`src/rtl/calc_pkg.sv`:
```
//----------------------------------------------------------------------
// calc_pkg : shared state encoding, parameter defaults, width helper
// Rev 1.0
//----------------------------------------------------------------------
`default_nettype none

package calc_pkg;

  localparam int c_GAP_DEFAULT     = 1;
  localparam int c_TIMEOUT_DEFAULT = 15;

  typedef logic [2:0] state_t;

  localparam logic [2:0] c_IDLE   = 3'd0;
  localparam logic [2:0] c_LOAD_A = 3'd1;
  localparam logic [2:0] c_LOAD_B = 3'd2;
  localparam logic [2:0] c_OP     = 3'd3;
  localparam logic [2:0] c_GAPW   = 3'd4;
  localparam logic [2:0] c_WAIT   = 3'd5;
  localparam logic [2:0] c_DONE   = 3'd6;

  // Bits needed to hold a down-counter preload of max_val (never below 1).
  function automatic int cnt_width(input int max_val);
    return (max_val < 2) ? 1 : $clog2(max_val + 1);
  endfunction

endpackage

`default_nettype wire

```
`src/rtl/step_timer.sv`:
```
//----------------------------------------------------------------------
// step_timer : loadable down-counter with zero flag (gap / wait timing)
// Rev 1.0
//----------------------------------------------------------------------
`default_nettype none

module step_timer #(
  parameter int WIDTH = 3
) (
  input  logic             clk,
  input  logic             rst,
  input  logic             load,
  input  logic             dec,
  input  logic [WIDTH-1:0] load_val,
  output logic             zero
);

  logic [WIDTH-1:0] cnt_q;
  logic [WIDTH-1:0] cnt_d;

  // Load wins over decrement; the counter saturates at zero.
  always_comb begin
    cnt_d = cnt_q;
    if (load) begin
      cnt_d = load_val;
    end else if (dec && (cnt_q != '0)) begin
      cnt_d = cnt_q - WIDTH'(1);
    end
  end

  always_ff @(posedge clk or posedge rst) begin
    if (rst) begin
      cnt_q <= '0;
    end else begin
      cnt_q <= cnt_d;
    end
  end

  assign zero = (cnt_q == '0);

endmodule

`default_nettype wire

```
`src/rtl/calc_driver.sv`:
```
//----------------------------------------------------------------------
// calc_driver : sequences operand/operation pulses into a calculator and
// captures its result. Optional WAIT timeout: CALC_DRIVER_TIMEOUT_EN.
// Rev 1.0
//----------------------------------------------------------------------
`default_nettype none

module calc_driver
  import calc_pkg::*;
#(
  parameter int GAP     = c_GAP_DEFAULT,
  parameter int TIMEOUT = c_TIMEOUT_DEFAULT
) (
  input  logic       clk,
  input  logic       rst,
  input  logic       start,
  input  logic [3:0] op_a,
  input  logic [3:0] op_b,
  input  logic [1:0] op_steps,
  output logic [3:0] Dados,
  output logic       Instrucao,
  input  logic       fim,
  input  logic [4:0] saida_regC,
  output logic [4:0] result,
  output logic       done,
  output logic       busy,
  output logic       timeout_err,
  output logic [2:0] state
);

  if ((GAP < 1) || (GAP > 7)) begin : g_bad_gap
    $error("calc_driver: GAP out of range 1..7");
  end
  if ((TIMEOUT < 1) || (TIMEOUT > 255)) begin : g_bad_timeout
    $error("calc_driver: TIMEOUT out of range 1..255");
  end

`ifdef CALC_DRIVER_TIMEOUT_EN
  localparam int c_TMR_MAX = (TIMEOUT > GAP) ? (TIMEOUT - 1) : (GAP - 1);
`else
  localparam int c_TMR_MAX = GAP - 1;
`endif
  localparam int                 c_TMR_W  = cnt_width(c_TMR_MAX);
  localparam logic [c_TMR_W-1:0] c_GAP_LD = c_TMR_W'(GAP - 1);
`ifdef CALC_DRIVER_TIMEOUT_EN
  localparam logic [c_TMR_W-1:0] c_TO_LD  = c_TMR_W'(TIMEOUT - 1);
`endif

  state_t       state_q,  state_d;
  logic [3:0]   dados_q,  dados_d;
  logic         instr_q,  instr_d;
  logic [4:0]   result_q, result_d;
  logic         done_q,   done_d;
  logic         busy_q,   busy_d;
  logic [3:0]   b_q,      b_d;
  logic [1:0]   steps_q,  steps_d;
  logic         bpend_q,  bpend_d;

  logic               tmr_load;
  logic               tmr_dec;
  logic [c_TMR_W-1:0] tmr_val;
  logic               tmr_zero;

`ifdef CALC_DRIVER_TIMEOUT_EN
  logic err_q, err_d;
`endif

  step_timer #(.WIDTH(c_TMR_W)) u_timer (
    .clk      (clk),
    .rst      (rst),
    .load     (tmr_load),
    .dec      (tmr_dec),
    .load_val (tmr_val),
    .zero     (tmr_zero)
  );

  // Pulse outputs are computed one cycle early so they line up with the state they belong to.
  always_comb begin
    state_d  = state_q;
    dados_d  = dados_q;
    instr_d  = 1'b0;
    result_d = result_q;
    done_d   = 1'b0;
    b_d      = b_q;
    steps_d  = steps_q;
    bpend_d  = bpend_q;
    tmr_load = 1'b0;
    tmr_dec  = 1'b0;
    tmr_val  = c_GAP_LD;
`ifdef CALC_DRIVER_TIMEOUT_EN
    err_d    = err_q;
`endif
    case (state_q)
      c_IDLE: begin
        if (start) begin
          state_d = c_LOAD_A;
          dados_d = op_a;
          instr_d = 1'b1;
          b_d     = op_b;
          steps_d = op_steps;
          bpend_d = 1'b1;
`ifdef CALC_DRIVER_TIMEOUT_EN
          err_d   = 1'b0;
`endif
        end
      end
      c_LOAD_A, c_LOAD_B: begin
        state_d  = c_GAPW;
        tmr_load = 1'b1;
      end
      c_OP: begin
        state_d  = c_GAPW;
        tmr_load = 1'b1;
        steps_d  = steps_q - 2'd1;
      end
      c_GAPW: begin
        if (!tmr_zero) begin
          tmr_dec = 1'b1;
        end else if (bpend_q) begin
          state_d = c_LOAD_B;
          dados_d = b_q;
          instr_d = 1'b1;
          bpend_d = 1'b0;
        end else if (steps_q != 2'd0) begin
          state_d = c_OP;
          dados_d = 4'd0;
          instr_d = 1'b1;
        end else begin
          state_d = c_WAIT;
`ifdef CALC_DRIVER_TIMEOUT_EN
          tmr_load = 1'b1;
          tmr_val  = c_TO_LD;
`endif
        end
      end
      c_WAIT: begin
        if (fim) begin
          state_d  = c_DONE;
          result_d = saida_regC;
          done_d   = 1'b1;
`ifdef CALC_DRIVER_TIMEOUT_EN
        end else if (tmr_zero) begin
          state_d  = c_DONE;
          result_d = 5'd0;
          done_d   = 1'b1;
          err_d    = 1'b1;
        end else begin
          tmr_dec = 1'b1;
`endif
        end
      end
      c_DONE: begin
        state_d = c_IDLE;
      end
      default: begin
        state_d = c_IDLE;
      end
    endcase
    busy_d = (state_d != c_IDLE);
  end

  always_ff @(posedge clk or posedge rst) begin
    if (rst) begin
      state_q  <= c_IDLE;
      dados_q  <= 4'd0;
      instr_q  <= 1'b0;
      result_q <= 5'd0;
      done_q   <= 1'b0;
      busy_q   <= 1'b0;
      b_q      <= 4'd0;
      steps_q  <= 2'd0;
      bpend_q  <= 1'b0;
    end else begin
      state_q  <= state_d;
      dados_q  <= dados_d;
      instr_q  <= instr_d;
      result_q <= result_d;
      done_q   <= done_d;
      busy_q   <= busy_d;
      b_q      <= b_d;
      steps_q  <= steps_d;
      bpend_q  <= bpend_d;
    end
  end

`ifdef CALC_DRIVER_TIMEOUT_EN
  always_ff @(posedge clk or posedge rst) begin
    if (rst) begin
      err_q <= 1'b0;
    end else begin
      err_q <= err_d;
    end
  end
  assign timeout_err = err_q;
`else
  assign timeout_err = 1'b0;
`endif

  assign state     = state_q;
  assign Dados     = dados_q;
  assign Instrucao = instr_q;
  assign result    = result_q;
  assign done      = done_q;
  assign busy      = busy_q;

endmodule

`default_nettype wire

```
`config.mk`:
```
export PLATFORM = sky130hd
export DESIGN_NAME = calc_driver
export DESIGN_NICKNAME = d
export VERILOG_FILES = /design/src/rtl/calc_pkg.sv /design/src/rtl/step_timer.sv /design/src/rtl/calc_driver.sv
export SDC_FILE = /design/constraint.sdc
export NUM_CORES = 1
export LEC_CHECK = 0
export CAP_MARGIN = 20
export CORE_ASPECT_RATIO = 1.2
export CORE_MARGIN = 8
export CORE_UTILIZATION = 40
export DETAILED_ROUTE_END_ITERATION = 12
export PLACE_DENSITY_LB_ADDON = 0.3
export SYNTH_ARGS = -nofsm -noshare
export SYNTH_HDL_FRONTEND = slang
export SYNTH_HIERARCHICAL = 1
export SYNTH_SLANG_ARGS = --single-unit
```
`constraint.sdc`:
```
create_clock -name clk -period 3.65 [get_ports clk]
set_input_delay 0.5475 -clock clk [delete_from_list [all_inputs] [get_ports clk]]
set_output_delay 0.5475 -clock clk [all_outputs]
set_load 0.03 [all_outputs]
```
**Yosys cells after proc, flatten, opt, wreduce, memory -nomap -nowiden**

Cells that the tools add are included.

- Output and inout port bits: 16
- Bits in registers: 23
- Logic and storage cells: 61
- Bits of input ports: 19

- Add/subtract/negate cells: 2
- Equal/unequal tests: 8
- Mux-type cells: 28
- Reduce and logical (&&, ||, !) cells: 13

Operators by type and width:

| kind | number |
|---|---|
| 4-bit two-way mux | 4 |
| 3-bit two-way mux | 5 |
| 1-bit two-way mux | 13 |
| 3-bit one-hot mux with 4 select lines | 1 |
| 4-bit one-hot mux with 2 select lines | 1 |
| 2-bit nonzero test | 4 |
| 3-bit by 2-bit == test with 1-bit output (second input constant) | 2 |
| 3-bit == test (second input constant) | 2 |
| 2-bit AND reduction | 3 |
| 2-bit inequality test (second input constant) | 2 |
| 1-bit one-hot mux with 2 select lines | 2 |
| 2-bit one-hot mux with 2 select lines | 1 |
| 4-bit AND reduction | 1 |
| 3-bit by 1-bit == test with 1-bit output (second input constant) | 1 |
| 3-bit logical NOT | 1 |
| 3-bit inequality test (second input constant) | 1 |
| 3-bit AND reduction | 1 |
| 3-bit nonzero test | 1 |
| 3-bit OR reduction | 1 |
| 2-bit two-way mux | 1 |
| 2-bit by 1-bit subtractor with 2-bit output (second input constant) | 1 |
| 1-bit logical AND | 1 |
| 1-bit subtractor (second input constant) | 1 |

**Depth between registers and ports, before layout**

Gate-level depths: netlist of run 1.

- Depth after elaboration: 6
- Gate-level depth with buffers: 5
- Mapped depth without buffers: 5

**Modules after synthesis**

Netlist of run 1, hierarchy kept.

By module, submodules not included:

| module | sequential area each (um^2) | instances | cells an instance | area each (um^2) |
|---|---|---|---|---|
| calc_driver | 550.5 | 1 | 84 | 1042.2 |
| step_timer | 25.0 | 1 | 5 | 48.8 |

**Worst setup path before layout of run 1**

OpenSTA, ideal clock, no wires.

- Path type: reg-to-reg
- Start: register state_q[2], in the netlist state[2]
- End: register b_q[0]
- Slack: 1937 ps
- Path buffers: 1
- Cell stages (with the launch flop): 4
- Arrival time: 1588 ps
- Library setup time: 125 ps
- Clock period less this slack: 1713 ps
- Required time: 3525 ps
- Path through: dfrtp_1 > buf_6 > nor4b_4 > mux2_2

- Cells in the longest elaborated chain, start to end: 2

RTL lines:

| item | line | source |
|---|---|---|
| from (decl) | calc_driver.sv:49 | `state_t state_q, state_d;` |
| from (signal assigned) | calc_driver.sv:164 | `state_q <= c_IDLE;` |
| from (signal assigned) | calc_driver.sv:174 | `state_q <= state_d;` |
| 3-bit logical NOT | calc_driver.sv:93 | `case (state_q)` |
| 2-bit AND reduction (no source line) | - |  |
| to (signal assigned) | calc_driver.sv:170 | `b_q <= 4'd0;` |
| to (signal assigned) | calc_driver.sv:180 | `b_q <= b_d;` |
| to (decl) | calc_driver.sv:55 | `logic [3:0] b_q, b_d;` |

Every way passes these cells.
A chain may end at the register's enable or synchronous reset.

**Worst setup path after layout of run 1**

- Start: register state_q[2], in the netlist state[2]
- End: output port state[2]

RTL lines:

| item | line | source |
|---|---|---|
| to (decl) | calc_driver.sv:28 | `output logic [2:0] state` |

No word-level cell between the ends.

==> run summary, run 1 <==
* **Pleak** 0.662 nW
* **Resize count post-CTS** 0
* **Final TNS setup** 0 ns
* **GRT Overall Usage** 10.6%
* **Worst Max-Slew Pin Slew** 0.843 ns
* **Ant. Diodes** 0
* **number of buffers added on ports** 33
* **#FFs+latches synth** 23
* **Reg-to-Reg End** Dados[2]
* **wire per inst** 14.6 um
* **count of endpoints failing hold in the final timing report** 0
* **pin count of the biggest net entering global routing** 23
* **total clock buffers created by CTS** 3
* **headroom to the max-slew limit** 43.7%
* **number of top-level design ports** 35
* **placeable core region** 0.00258 mm^2
* **type of the most critical hold path** in2async
* **Clock Tree Root** clkbuf_4
* **average cell area after synthesis** 12.3 um^2
* **primary flip-flop cell chosen by synthesis mapping** dfrtp_1
* **TritonCTS Sinks** 23
* **Distinct cells, synth** 29
* **share of the clock period used by the worst path** 60.6%
* **# rows** 20
* **synth-to-layout area growth** 33.9%
* **Max rail drop VDD** 463 uV
* **result of the run** finished clean
* **area of the mapped netlist** 0.00109 mm^2
* **initial antenna violation count** 0
* **vias after detailed routing** 770
* **DRC violations left** 0
* **synth warn** 6
* **series of cell instances along the critical path** clkdlybuf4s50_1
* **post-detailed-route via-to-cell ratio** 4.94
* **routability cong.** 0.732
* **hold slack final** 0.379 ns
* **upper clock frequency limit** 0.452 GHz
* **slowest cell delay on critical path** 0.75 ns
* **critical setup path kind** reg2out
* **worst-case clock buffer depth** 2
* **Worst Reg-to-Reg Cells** 3
* **total power density per cell area** 884 mW/mm^2
* **last element of the critical path** state[2]
* **total stage count of the critical path** 1
* **clock latency on the worst-skew pair** 0.31 ns
* **total count of max-transition violations in the final report** 0
* **maximum fanout encountered on the critical timing path** 12
* **number of setup violations in the final report** 0
* **leftover overflow at the end of global routing** 0
* **sequential element share of the synthesized area** 52.8%
* **Post-DP HPWL** 1.76 mm
* **Final ANT Viol Nets** 0
* **Clock Skews** 0.00317 ns
* **most frequent cells in the layout** 33 x clkdlybuf4s50_1, 23 x dfrtp_1, 13 x mux2_2
* **Worst path top cell family by delay** buffers and inverters
* **setup slack on the worst flop-to-flop path** 1.87 ns
* **Die Footprint** 0.00466 mm^2
* **critical path buffer and inverter count** 1
* **chip height** 73.2 um
* **Worst setup SP type** flip-flop
* **RSZ-0062 raised after global routing** no
* **number of global-route vias before repair** 870
* **TritonCTS clock tree** built
* **Post-CTS Repair Setup Buffers** 0
* **Worst R2R Start** state[2]
* **number of nets in the final layout** 144
* **total routed wirelength** 2.28 mm
* **clock input transition at the sequential cells of the worst setup and hold paths** 0.12 ns
* **fraction of layout instances using a drive strength above 1** 17.9%
* **EDFF count, synth** 0
* **required arrival time at the worst endpoint** 3.10 ns
* **DRC marker count from the first detailed-route iteration** 21
* **DRT Pass-1 Iters** 4
* **Max Cap Viol** 0
* **count of hold-fix buffers inserted at cts** 0
* **Synth Instances** 89
* **global-route wire length before repair** 3.87 mm
* **commonest non-fill, non-tap cell in the layout** clkdlybuf4s50_1
* **initial standard-cell utilization of the core** 42.3%
* **critical path's slowest cell** clkdlybuf4s50_1
* **number of H-tree levels** 1
* **arrival time worst endpoint** 1.66 ns
* **asr flop ratio synth** 100%
* **time the final worst path needs with I/O delays and setup** 2.21 ns
* **endpoint class of the critical path** primary output
* **Die Width** 63.7 um
* **start point of the critical path** state[2]
[registers in the layout, summed over array words and instances, names as in the netlist]
signal	count
steps_q	2
busy	1
Dados	4
state	3
done	1
Instrucao	1
bpend_q	1
b_q	4
result	5
u_timer/cnt_q	1
[layout make-up]
cell class	instances	area, um^2
multi-input combinational	52	447
tap	33	41.3
clock buffer	4	26.3
sequential	23	576
fill	225	1120
timing repair buffer	33	330
inverter	11	41.3
[cells in the mapped netlist, types with 2 or more instances]
cell	count	area [um^2]
nand2_1	9	33.8
inv_1	10	37.5
buf_4	2	15.0
mux2_2	13	146
mux2i_1	6	60.1
a2bb2oi_1	2	17.5
dfrtp_1	23	576
nor2_1	3	11.3
[metrics by stage]
stage | utilization, % | area [um^2] | cells | power, mW | worst slack [ns]
2_1_floorplan | - | 1090 | 90 | 0.962 | 1.94
3_3_place_gp | 55.7 | 1440 | 152 | 1.16 | 1.51
3_5_place_dp | 55.7 | 1440 | 152 | 1.19 | 1.47
4_1_cts | 56.7 | 1460 | 156 | 1.31 | 1.42
5_1_grt | 56.7 | 1460 | 156 | 1.38 | 1.34
6_report | 56.7 | 1460 | 156 | 1.29 | 1.44
[routing by layer]
metal  vias up  global-route usage (%)  wire, um
met1       376                    10.6       874
met2        23                    17.8      1150
li1        366                       -         -
met3         5                    5.38       220
met4         0                    5.21        44
met5         -                       0         0
[cell families after synthesis]
group                      share of synthesized area [%]
muxes                                               18.9
and+or+nand+nor                                     11.7
other                                              0.344
AOI/OAI and AO/OA                                   8.49
adders and majority gates                           1.15
DFF                                                 52.8
buffers and inverters                               6.65
[where the power goes]
part,internal (mW),total (mW),switching [mW]
clock network,0.0427,0.116,0.0736
logic,0.342,0.692,0.351
registers,0.377,0.483,0.106
[how the worst min path moves through the flow]
| stage | slack (ns) | cells after the start | endpoint |
|---|---|---|---|
| after floorplan | 0.28 | 1 | u_timer/cnt_q |
| after global placement | 0.49 | 1 | result[1] |
| after detailed placement | 0.49 | 1 | result[3] |
| after CTS | 0.37 | 2 | u_timer/cnt_q |
| after global routing | 0.37 | 2 | u_timer/cnt_q |
| final | 0.38 | 2 | u_timer/cnt_q |
No activity file was read; power rests on OpenSTA's default activity.
==> run 2: changes to the inputs <==
==> constraint.sdc (replaced) <==
create_clock -name clk -period 1.95 [get_ports clk]
set_input_delay 0.2925 -clock clk [delete_from_list [all_inputs] [get_ports clk]]
set_output_delay 0.2925 -clock clk [all_outputs]
set_load 0.03 [all_outputs]
==> run 2 against run 1 <==
Sequential share of layout area decreased by 0.51 points. Global-route usage fell by 0.37 points. Total power is 88% higher. Setup slack lost 1.3 ns. Final cell count grew 1.9%. Combinational power up 89%. Die area did not move. Via count is 0.13% higher. Largest cell class unchanged. Sequential cell count did not move.
==> run summary, run 2 (synthesis results as in run 1) <==
* **result of the run** finished clean, unchanged
* **Worst path top cell family by delay** buffers and inverters, unchanged
* **Final TNS setup** 0 ns, unchanged
* **initial antenna violation count** 0, unchanged
* **post-detailed-route via-to-cell ratio** 4.85, was 4.94
* **total count of max-transition violations in the final report** 0, unchanged
* **Max rail drop VDD** 1110 uV, was 463 uV
* **worst-case clock buffer depth** 2, unchanged
* **wire per inst** 13.9 um, was 14.6 um
* **required arrival time at the worst endpoint** 1.66 ns, was 3.10 ns
* **Ant. Diodes** 0, unchanged
* **worst setup slack after placement** 0.136 ns, was 1.47 ns
* **GRT Overall Usage** 10.2%, was 10.6%
* **global-route wire length before repair** 3.85 mm, was 3.87 mm
* **maximum fanout encountered on the critical timing path** 10, was 12
* **placeable core region** 0.00258 mm^2, unchanged
* **Final ANT Viol Nets** 0, unchanged
* **final setup margin** 0.104 ns, was 1.44 ns
* **synth-to-layout area growth** 36.0%, was 33.9%
* **DRC violations left** 0, unchanged
* **Pleak** 0.682 nW, was 0.662 nW
* **clock latency on the worst-skew pair** 0.32 ns, was 0.31 ns
* **Max Cap Viol** 0, unchanged
* **Clock Skews** 0.00806 ns, was 0.00317 ns
* **register area** 577 um^2, was 576 um^2
* **total of fill cells in the finished design** 225, unchanged
* **vias after detailed routing** 771, was 770
* **count of hold-fix buffers inserted at cts** 0, unchanged
* **Worst Reg-to-Reg Cells** 4, was 3
* **pin count of the biggest net entering global routing** 23, unchanged
* **time the final worst path needs with I/O delays and setup** 1.85 ns
* **critical path buffer and inverter count** 1, unchanged
* **commonest non-fill, non-tap cell in the layout** clkdlybuf4s50_1, unchanged
* **total clock buffers created by CTS** 3, unchanged
* **RSZ-0062 raised after global routing** no, unchanged
* **leftover overflow at the end of global routing** 0, unchanged
* **type of the most critical hold path** in2async, unchanged
* **Worst R2R Start** state[2], unchanged
* **area taken by multi-input logic gates** 447 um^2, unchanged
* **critical setup path kind** reg2out, unchanged
* **hold slack final** 0.121 ns, was 0.379 ns
* **Die Footprint** 0.00466 mm^2, unchanged
* **number of H-tree levels** 1, unchanged
* **chip height** 73.2 um, unchanged
* **Reg-to-Reg End** Dados[0], was Dados[2]
* **setup slack on the worst flop-to-flop path** 0.31 ns, was 1.87 ns
* **series of cell instances along the critical path** clkdlybuf4s50_1, unchanged
* **number of global-route vias before repair** 879, was 870
* **most frequent cells in the layout** 31 x clkdlybuf4s50_1, 22 x dfrtp_1, 13 x mux2_2, was 33 x clkdlybuf4s50_1, 23 x dfrtp_1, 13 x mux2_2
* **arrival time worst endpoint** 1.55 ns, was 1.66 ns
* **number of top-level design ports** 35, unchanged
* **fraction of layout instances using a drive strength above 1** 21.4%, was 17.9%
* **initial standard-cell utilization of the core** 42.3%, unchanged
* **share of the clock period used by the worst path** 94.7%
* **Worst setup SP type** flip-flop, unchanged
* **Post-DP HPWL** 1.73 mm, was 1.76 mm
* **endpoint class of the critical path** primary output, unchanged
* **number of nets in the final layout** 147, was 144
* **upper clock frequency limit** 0.542 GHz
* **slowest cell delay on critical path** 0.71 ns, was 0.75 ns
* **critical path's slowest cell** clkdlybuf4s50_1, unchanged
* **number of setup violations in the final report** 0, unchanged
* **fin util** 57.6%, was 56.7%
* **flip-flop count of the largest register after layout** 5, unchanged
* **clock input transition at the sequential cells of the worst setup and hold paths** 0.13 ns, was 0.12 ns
* **# rows** 20, unchanged
* **number of buffers added on ports** 33, unchanged
* **DRT Pass-1 Iters** 4, unchanged
* **TritonCTS clock tree** built, unchanged
* **DRC marker count from the first detailed-route iteration** 31, was 21
* **TritonCTS Sinks** 23, unchanged
* **total routed wirelength** 2.21 mm, was 2.28 mm
* **routability cong.** 0.689, was 0.732
* **total power density per cell area** 1640 mW/mm^2, was 884 mW/mm^2
* **Die Width** 63.7 um, unchanged
* **count of endpoints failing hold in the final timing report** 0, unchanged
* **start point of the critical path** state[1], was state[2]
* **Clock Tree Root** clkbuf_4, unchanged
-- run 2: cell types whose count changed in the layout (fill, tap and decap cells not counted) --
cell             change
dlygate4sd2_1        +2
dfrtp_1              -1
clkbuf_1             -1
clkdlybuf4s50_1      -2
buf_4                +3
clkinv_2             +1
dfrtp_2              +1
-- run 2: power by group --
part | leakage, nW | internal [mW] | total, mW | switching [mW]
clock network | 0.0177 | 0.0767 | 0.226 | 0.150
logic | 0.387 | 0.649 | 1.31 | 0.657
registers | 0.277 | 0.707 | 0.898 | 0.192
total | 0.682 | 1.43 | 2.43 | 0.999
-- run 2: worst max path at each step --
stage	endpoint	slack [ns]	cells past startpoint
2_1_floorplan	b_q[0]	0.24	3
3_3_place_gp	Dados[1]	0.19	5
3_5_place_dp	Dados[0]	0.14	5
4_1_cts	state[1]	0.09	1
5_1_grt	state[1]	0.03	1
6_report	state[1]	0.10	1
-- run 2: what timing repair did --
| item | CTS | global route |
|---|---|---|
| endpoints found under the setup margin | 3 | 0 |
| setup buffers | 0 | 0 |
| gates resized for setup | 3 | 0 |
-- run 2: cell type report --
| class | count | area share (%) |
|---|---|---|
| clock buffers | 3 | 1.52 |
| repair buffers | 36 | 23.6 |
| clock inverters | 1 | 0.337 |
| well taps | 33 | 2.78 |
| flip-flops and latches | 23 | 38.9 |
| inverters | 11 | 2.78 |
| multi-input cells | 52 | 30.1 |
-- run 2: metal layers --
metal | track usage (%) | part of all wire [%] | routed length, um
met1 | 9.92 | 38 | 835
met2 | 18.3 | 50 | 1110
met3 | 5.53 | 10 | 230
met4 | 2.98 | 1.2 | 26
met5 | 0 | 0 | 0
-- run 2: stage by stage --
stage / total power, mW / area [um^2] / std cells
finish: 2.43 / 1480 / 159
global placement: 2.21 / 1460 / 155
detailed placement: 2.25 / 1460 / 155
CTS: 2.47 / 1480 / 159
floorplan: 1.80 / 1090 / 90
global route: 2.61 / 1480 / 159
